===== src/rtl/mem_arbiter_if.sv =====
// Bus bundle between the fetch and load/store requesters, the arbiter and the unified SRAM.
// The arbiter uses the slave modport. The environment (requesters plus SRAM) uses the master modport.
interface mem_arbiter_if;
  logic        inst_req;
  logic [31:0] inst_addr;
  logic        inst_addr_ok;
  logic        inst_data_ok;
  logic [31:0] inst_rdata;

  logic        data_req;
  logic        data_wr;
  logic [1:0]  data_size;
  logic [3:0]  data_wstrb;
  logic [31:0] data_addr;
  logic [31:0] data_wdata;
  logic        data_addr_ok;
  logic        data_data_ok;
  logic [31:0] data_rdata;

  logic        mem_en;
  logic [3:0]  mem_wen;
  logic [31:0] mem_addr;
  logic [31:0] mem_wdata;
  logic [1:0]  mem_size;
  logic [31:0] mem_rdata;

  modport slave (
    input  inst_req, inst_addr,
    output inst_addr_ok, inst_data_ok, inst_rdata,
    input  data_req, data_wr, data_size, data_wstrb, data_addr, data_wdata,
    output data_addr_ok, data_data_ok, data_rdata,
    output mem_en, mem_wen, mem_addr, mem_wdata, mem_size,
    input  mem_rdata
  );

  modport master (
    output inst_req, inst_addr,
    input  inst_addr_ok, inst_data_ok, inst_rdata,
    output data_req, data_wr, data_size, data_wstrb, data_addr, data_wdata,
    input  data_addr_ok, data_data_ok, data_rdata,
    input  mem_en, mem_wen, mem_addr, mem_wdata, mem_size,
    output mem_rdata
  );
endinterface


===== src/rtl/mem_arbiter.sv =====
// Fetch / load-store arbiter for one single-port SRAM. Data wins by default, and a starvation
// counter forces a fetch grant. Responses return exactly one cycle after the grant.
module mem_arbiter #(
  parameter int STARVE_LIM = 4
) (
  input  logic           clk,
  input  logic           resetn,
  mem_arbiter_if.slave   bus
);

  localparam int            CW  = $clog2(STARVE_LIM) + 1;
  localparam logic [CW-1:0] LIM = CW'(STARVE_LIM);

  typedef enum logic [1:0] {
    GNT_NONE = 2'b00,
    GNT_DATA = 2'b01,
    GNT_INST = 2'b10
  } gnt_e;

  gnt_e          gnt_s;
  logic [CW-1:0] starve_cnt_r;
  logic [CW-1:0] starve_cnt_nxt_s;
  logic          rsp_valid_r;
  logic          rsp_owner_r;   // 1 = inst, 0 = data

  // Grant selection. While resetn is low, no grant is issued.
  always_comb begin
    gnt_s = GNT_NONE;
    if (resetn) begin
      if (bus.inst_req && (!bus.data_req || (starve_cnt_r == LIM))) begin
        gnt_s = GNT_INST;
      end else if (bus.data_req) begin
        gnt_s = GNT_DATA;
      end else begin
        gnt_s = GNT_NONE;
      end
    end else begin
      gnt_s = GNT_NONE;
    end
  end

  // Next value of the starvation counter. It counts fetch losses and saturates at the limit.
  always_comb begin
    starve_cnt_nxt_s = starve_cnt_r;
    if (!bus.inst_req || (gnt_s == GNT_INST)) begin
      starve_cnt_nxt_s = {CW{1'b0}};
    end else if ((gnt_s == GNT_DATA) && (starve_cnt_r != LIM)) begin
      starve_cnt_nxt_s = starve_cnt_r + CW'(1);
    end else begin
      starve_cnt_nxt_s = starve_cnt_r;
    end
  end

  // Starvation counter register.
  always_ff @(posedge clk or negedge resetn) begin
    if (!resetn) begin
      starve_cnt_r <= {CW{1'b0}};
    end else begin
      starve_cnt_r <= starve_cnt_nxt_s;
    end
  end

  // Response tracking. Every grant, including a store, produces one data_ok in the next cycle.
  always_ff @(posedge clk or negedge resetn) begin
    if (!resetn) begin
      rsp_valid_r <= 1'b0;
      rsp_owner_r <= 1'b0;
    end else begin
      rsp_valid_r <= (gnt_s != GNT_NONE);
      rsp_owner_r <= (gnt_s == GNT_INST);
    end
  end

  // SRAM request mux and accept strobes. These are combinational, so a grant costs no latency.
  always_comb begin
    bus.mem_en       = 1'b0;
    bus.mem_wen      = 4'b0000;
    bus.mem_addr     = 32'h0000_0000;
    bus.mem_wdata    = 32'h0000_0000;
    bus.mem_size     = 2'b00;
    bus.inst_addr_ok = 1'b0;
    bus.data_addr_ok = 1'b0;
    case (gnt_s)
      GNT_INST: begin
        bus.mem_en       = 1'b1;
        bus.mem_addr     = bus.inst_addr;
        bus.mem_size     = 2'd2;
        bus.inst_addr_ok = 1'b1;
      end
      GNT_DATA: begin
        bus.mem_en       = 1'b1;
        bus.mem_wen      = bus.data_wr ? bus.data_wstrb : 4'b0000;
        bus.mem_addr     = bus.data_addr;
        bus.mem_wdata    = bus.data_wdata;
        bus.mem_size     = bus.data_size;
        bus.data_addr_ok = 1'b1;
      end
      default: begin
        bus.mem_en = 1'b0;
      end
    endcase
  end

  assign bus.inst_data_ok = rsp_valid_r & rsp_owner_r;
  assign bus.data_data_ok = rsp_valid_r & ~rsp_owner_r;
  assign bus.inst_rdata   = bus.mem_rdata;
  assign bus.data_rdata   = bus.mem_rdata;

endmodule


===== src/flat_wrapper.sv =====
// flat-port wrapper written by rule: the top's interface ports become plain ports
module mem_arbiter_flat 
#(
  parameter int STARVE_LIM = 4
)
  (clk, resetn, bus_inst_req, bus_inst_addr, bus_inst_addr_ok, bus_inst_data_ok, bus_inst_rdata, bus_data_req, bus_data_wr, bus_data_size, bus_data_wstrb, bus_data_addr, bus_data_wdata, bus_data_addr_ok, bus_data_data_ok, bus_data_rdata, bus_mem_en, bus_mem_wen, bus_mem_addr, bus_mem_wdata, bus_mem_size, bus_mem_rdata);
  mem_arbiter_if bus_i ();
  input  logic clk;
  input  logic resetn;
  input wire logic [$bits(bus_i.inst_req)-1:0] bus_inst_req;
  input wire logic [$bits(bus_i.inst_addr)-1:0] bus_inst_addr;
  output wire logic [$bits(bus_i.inst_addr_ok)-1:0] bus_inst_addr_ok;
  output wire logic [$bits(bus_i.inst_data_ok)-1:0] bus_inst_data_ok;
  output wire logic [$bits(bus_i.inst_rdata)-1:0] bus_inst_rdata;
  input wire logic [$bits(bus_i.data_req)-1:0] bus_data_req;
  input wire logic [$bits(bus_i.data_wr)-1:0] bus_data_wr;
  input wire logic [$bits(bus_i.data_size)-1:0] bus_data_size;
  input wire logic [$bits(bus_i.data_wstrb)-1:0] bus_data_wstrb;
  input wire logic [$bits(bus_i.data_addr)-1:0] bus_data_addr;
  input wire logic [$bits(bus_i.data_wdata)-1:0] bus_data_wdata;
  output wire logic [$bits(bus_i.data_addr_ok)-1:0] bus_data_addr_ok;
  output wire logic [$bits(bus_i.data_data_ok)-1:0] bus_data_data_ok;
  output wire logic [$bits(bus_i.data_rdata)-1:0] bus_data_rdata;
  output wire logic [$bits(bus_i.mem_en)-1:0] bus_mem_en;
  output wire logic [$bits(bus_i.mem_wen)-1:0] bus_mem_wen;
  output wire logic [$bits(bus_i.mem_addr)-1:0] bus_mem_addr;
  output wire logic [$bits(bus_i.mem_wdata)-1:0] bus_mem_wdata;
  output wire logic [$bits(bus_i.mem_size)-1:0] bus_mem_size;
  input wire logic [$bits(bus_i.mem_rdata)-1:0] bus_mem_rdata;
  assign bus_i.inst_req = bus_inst_req;
  assign bus_i.inst_addr = bus_inst_addr;
  assign bus_inst_addr_ok = bus_i.inst_addr_ok;
  assign bus_inst_data_ok = bus_i.inst_data_ok;
  assign bus_inst_rdata = bus_i.inst_rdata;
  assign bus_i.data_req = bus_data_req;
  assign bus_i.data_wr = bus_data_wr;
  assign bus_i.data_size = bus_data_size;
  assign bus_i.data_wstrb = bus_data_wstrb;
  assign bus_i.data_addr = bus_data_addr;
  assign bus_i.data_wdata = bus_data_wdata;
  assign bus_data_addr_ok = bus_i.data_addr_ok;
  assign bus_data_data_ok = bus_i.data_data_ok;
  assign bus_data_rdata = bus_i.data_rdata;
  assign bus_mem_en = bus_i.mem_en;
  assign bus_mem_wen = bus_i.mem_wen;
  assign bus_mem_addr = bus_i.mem_addr;
  assign bus_mem_wdata = bus_i.mem_wdata;
  assign bus_mem_size = bus_i.mem_size;
  assign bus_i.mem_rdata = bus_mem_rdata;
  mem_arbiter #(.STARVE_LIM(STARVE_LIM)) u_core (.clk(clk), .resetn(resetn), .bus(bus_i));
endmodule

===== config.mk =====
export PLATFORM = sky130hd
export DESIGN_NAME = mem_arbiter_flat
export DESIGN_NICKNAME = d
export VERILOG_FILES = /design/src/rtl/mem_arbiter_if.sv /design/src/rtl/mem_arbiter.sv /design/src/flat_wrapper.sv
export SDC_FILE = /design/constraint.sdc
export NUM_CORES = 1
export LEC_CHECK = 0
export ABC_AREA = 1
export CAP_MARGIN = 15
export CORE_AREA = 3 3 108 110
export CTS_CLUSTER_DIAMETER = 200
export CTS_CLUSTER_SIZE = 24
export DETAILED_ROUTE_END_ITERATION = 8
export DIE_AREA = 0 0 111 113
export GPL_TIMING_DRIVEN = 0
export PLACE_DENSITY = 0.67
export SLEW_MARGIN = 20
export SYNTH_ARGS = -nofsm -noshare
export SYNTH_HDL_FRONTEND = slang
export SYNTH_SLANG_ARGS = --single-unit
export TNS_END_PERCENT = 10

===== constraint.sdc =====
create_clock -name clk -period 2.4 [get_ports clk]
set_input_delay 0.36 -clock clk [delete_from_list [all_inputs] [get_ports clk]]
set_output_delay 0.36 -clock clk [all_outputs]
set_load 0.01 [all_outputs]

# Word level (Yosys, flattened, before mapping)
# Cells that the tools add are included.
# op_classes
addsub,1
n_eq_ne,4
mux,13
bitwise_logic,3
n_reduce_logical,9
# op_table
cell,count
$pmux W32 S2,1
$mux W32,1
$mux W4,2
$mux W3,2
$mux W1,4
$mux W2,2
$pmux W2 S2,1
$reduce_bool A2 Y1,2
$add A3 B1 Y3 const B,1
$eq A3 B3 Y1 const B,1
$ne A3 B3 Y1 const B,1
$and A1 B1 Y1,2
$eq A2 B1 Y1 const B,1
$eq A2 B2 Y1 const B,1
$logic_and A1 B1 Y1,2
$logic_not A1 Y1,2
$logic_or A1 B1 Y1,2
$reduce_or A2 Y1,1
$not A1 Y1,1
# totals
ff_bits,5
output_inout_bits,139
word_cells,33

# Depth between registers and ports, before layout
# logic_depth
ltp_word,9
mapped_depth,13
mapped_depth_nobuf,12

# Worst setup path after synthesis
# OpenSTA, ideal clock, no wires.
# synth_path
path_kind,register to output
start,register u_core.starve_cnt_r[0]
end,output port bus_mem_addr[10]
arrival_ps,1801
slack_ps,239
stages_incl_launch_ff,12
cell_sequence,dfrtp_1 -> inv_1 -> ha_1 -> nand2_2 -> nand2_1 -> nand2_1 -> nor2_2 -> inv_1 -> ha_1 -> inv_1 -> buf_2 -> a21oi_1
# synth_via
elab_chain_cells,7
# synth_rtl
item,line,source
"start, declared",mem_arbiter.sv:21,logic [CW-1:0] starve_cnt_r;
"start signal, assigned",mem_arbiter.sv:57,starve_cnt_r <= {CW{1'b0}};
"start signal, assigned",mem_arbiter.sv:59,starve_cnt_r <= starve_cnt_nxt_s;
$eq A3 B3 Y1 (*),mem_arbiter.sv:30,if (bus.inst_req && (!bus.data_req || (starve_cnt_r == LIM))) begin
$logic_or A1 B1 Y1 (*),mem_arbiter.sv:30,
$logic_and A1 B1 Y1 (*),mem_arbiter.sv:30,
$mux W2 (*),mem_arbiter.sv:30,
$mux W2 (*),mem_arbiter.sv:29,if (resetn) begin
$eq A2 B1 Y1 or $eq A2 B2 Y1 (tied branches),mem_arbiter.sv:83,case (gnt_s)
$pmux W32 S2 (*),mem_arbiter.sv:83,
"end, declared",flat_wrapper.sv:26,output wire logic [$bits(bus_i.mem_addr)-1:0] bus_mem_addr;
# Mark *: on every way between the ends. The rest lies on a longest branch, timed or not.

# Worst setup path in the final report
# layout_path
start,register u_core.starve_cnt_r[0]
end,output port bus_mem_addr[29]
# Same word-level chain as after synthesis.

==> impl_metrics.tcl <==
set metrics [dict create \
    status "finished with violations" \
    violations "negative setup slack" \
    hold_buffers 0 \
    start_util_pct 15.94 \
    path_max_fanout 6 \
    io_pins 278 \
    yosysTopAreaCellShare_pct 28.36 \
    critPathTopFamily "buffers and inverters" \
    setup_violations 1 \
    final_util_pct 43.24 \
    yosys.area.top_type "buf_4" \
    r2r_slack_ns 0.51 \
    drt_iter0_markers 97 \
    port_buffers 245 \
    track_usage_pct 12.75 \
    postPlaceCellArea_sq_um 4348 \
    hpwl_mm 7.625 \
    synth_common_cells "nand2_1 (113), buf_4 (65), inv_1 (51)" \
    die_h_microns 113 \
    clockRootBuffer "clkbuf_8" \
    grt_pass1_wl_mm 13.37 \
    synth_edf_count 0 \
    max-cap-violations 0 \
    hold_viol 0 \
    worst_pin_slew_ns 0.3282 \
    min_period_ns 2.401 \
    dpl.cell_count 688 \
    numCtsBuffers 3 \
    drv_slew 0 \
    globalplace.congestion 0.8898 \
    clockBufferDepth 2 \
    crit_top_cell "nand2_4" \
    min_period_over_period_pct 100.0 \
    cts.htree.levels 1 \
    clk_pin_slew_ns 0.03 \
    layout.cells.non_filler 712 \
    yosysMostFrequentCell "nand2_1" \
    maxSlewHeadroom_pct 78.12 \
    path_buf_inv 5 \
    synth_area_sq_um 1720 \
    crit_arrival_ns 2.04 \
    min_path_type "in2async" \
    skew_ns 0.001542 \
    final_net_count 718 \
    rows 38 \
    grt_max_degree 11 \
    worst_ir_drop_vdd_mv 0.1288 \
    firstDrtPassIters 4 \
    worstSetupPathType "reg2out" \
    cts.sink_count 5 \
    grt_pass1_vias 2764 \
    ys_ff_latch 5 \
    vias 2728 \
    end_kind "output pin" \
    overflow 0 \
    cpPeakStageDelay_ns 0.39 \
    cp.required_ns 2.04 \
    layout-drive-gt1-share_pct 38.11 \
    antenna_left 0 \
    path_cells "inv_2 -> ha_4 -> nand2_4 -> nand2_4 -> nand2_4 -> nor2_4 -> buf_6 -> ha_4 -> buf_12 -> clkbuf_16 -> nand2_1 -> a21oi_2 -> buf_2" \
    fin_area_sq_um 4667 \
    grt_antenna_before_repair 0 \
    fmax_ghz 0.4166 \
    synth.top_cells.by_area "buf_4 (28%), nand2_1 (25%), inv_1 (11%), a21oi_2 (7.6%), dfrtp_1 (7.3%)" \
    synthFlopType "dfrtp_1" \
    p_per_area_nw_per_um2 204.5 \
    area_growth_syn_to_layout_pct 171.3 \
    synth_seq_area_share_pct 7.273 \
    postSynth.asyncResetShare_pct 100.0 \
    drc_errors 0 \
    start_kind "register" \
    avgSynthCellArea_sq_um 5.678 \
    rsz0062_at_grt "yes" \
    crit_slowest_cell "dfrtp_1" \
    synth.distinct_cells 14 \
    clock_latency_ns 0.22 \
    cts_tree "done" \
    n_fill_cell 1084 \
    post_drt_wl_per_cell_microns 13.00 \
    die_w_microns 111 \
    synth_nets 448 \
    synth_warnings 0 \
    viasPerCell 3.831 \
    worst_slack_ns -0.0005640 \
    synth_cells 303 \
    dp_slack_ns -0.7153 \
    n_antenna_cell 0 \
    core-area_sq_um 10790 \
    leakage_nw 2.351 \
    fin_setup_tns_ns -0.0005640 \
    dieArea_sq_um 12540 \
    wl_mm 9.254 \
]
==> per-stage QoR <==
| stage | hold WS (ns) | total power, mW |
|---|---|---|
| floorplan | 0.06441 | 0.3403 |
| global placement | 0.5223 | 0.7345 |
| detailed placement | 0.5361 | 0.7408 |
| CTS | 0.1542 | 0.9182 |
| global route | 0.1639 | 1.015 |
| finish | 0.1431 | 0.9544 |
==> logic make-up after synthesis <==
logic type	after synthesis	share of synthesized area, %
AND/OR/NAND/NOR	127	28.22
adder cells (fa/ha/maj)	6	4.364
buffers and inverters	130	46.69
AO/OA/AOI/OAI	35	13.46
flip-flops	5	7.273
==> cells in the final DEF (no fill, tap or decap), types with 2 or more instances in the layout <==
cell type,synthesis,routed
clkdlybuf4s50_1,0,171
nand2_1,113,96
buf_4,65,79
inv_1,51,46
buf_2,6,38
a21oi_2,15,28
nand2_2,1,13
buf_6,7,12
dlygate4sd2_1,0,11
clkbuf_2,0,9
clkdlybuf4s15_1,0,8
nor2_1,9,7
a21oi_1,20,6
nand2_4,0,5
buf_8,1,5
ha_4,0,5
clkdlybuf4s15_2,0,5
dfrtp_1,5,5
clkbuf_16,0,4
inv_2,0,3
clkbuf_8,0,3
nor2_4,0,2
buf_12,0,2
inv_4,0,2
nand3_1,3,2
==> layout make-up <==
cell class	instances	area (sq um)	area share, %
Timing Repair Buffer	267	2469	52.90
Sequential cell	5	125.1	2.681
Buffer	77	654.4	14.02
Multi-Input combinational cell	168	1002	21.47
Inverter	51	196.4	4.209
Tap cell	140	175.2	3.753
Clock buffer	4	45.04	0.9651
==> flip-flops by register name, summed over array words and instances (netlist names) <==
| signal | flops |
|---|---|
| u_core.starve_cnt_r | 3 |
| u_core.rsp_owner_r | 1 |
| u_core.rsp_valid_r | 1 |
==> worst reg2reg max path, stage by stage (launching register included) <==
cell and delay, ns:
dfrtp_1 0.37, inv_2 0.06, ha_4 0.16, nand2_4 0.07
nand2_4 0.05, nand2_4 0.10, nand3_2 0.13, ha_4 0.22
buf_12 0.13, clkbuf_16 0.14, inv_1 0.11, nand2_1 0.09
nor2_1 0.10, nand2_1 0.06, nand2_1 0.05
==> worst paths after layout <==
kind	end	depth (start not counted)	from
min in group clk	u_core.starve_cnt_r[2]	2	u_core.starve_cnt_r[2]
hold / removal	u_core.starve_cnt_r[2]	1	resetn
max in group asynchronous	u_core.rsp_owner_r	1	resetn
hold reg to reg	u_core.starve_cnt_r[2]	2	u_core.starve_cnt_r[2]
setup / recovery	bus_mem_addr[29]	13	u_core.starve_cnt_r[0]
setup reg to reg	u_core.starve_cnt_r[1]	14	u_core.starve_cnt_r[0]
==> per-layer routing <==
layer,part of all wire [%],wire (microns),vias up,global-route usage [%]
met2,54,4994,166,25.28
met1,37,3405,1198,14.23
met4,0.21,19,0,1.642
li1,-,-,1362,-
met3,9.0,834,2,2.727
met5,0,0,-,0
==> report_power, final <==
| part | internal [mW] | total (mW) | leakage (nW) | switching (mW) |
|---|---|---|---|---|
| clock network | 0.114 | 0.151 | 0.0228 | 0.0375 |
| logic | 0.451 | 0.711 | 2.26 | 0.260 |
| registers | 0.0894 | 0.0923 | 0.0674 | 0.00292 |
==> timing repair <==
action	4_1_cts	5_1_grt
pin swaps	14	25
resized for setup	247	67
setup buffers	11	5
endpoints found under the setup margin	73	71
cloned	2	4
No activity file was read; power rests on OpenSTA's default activity.
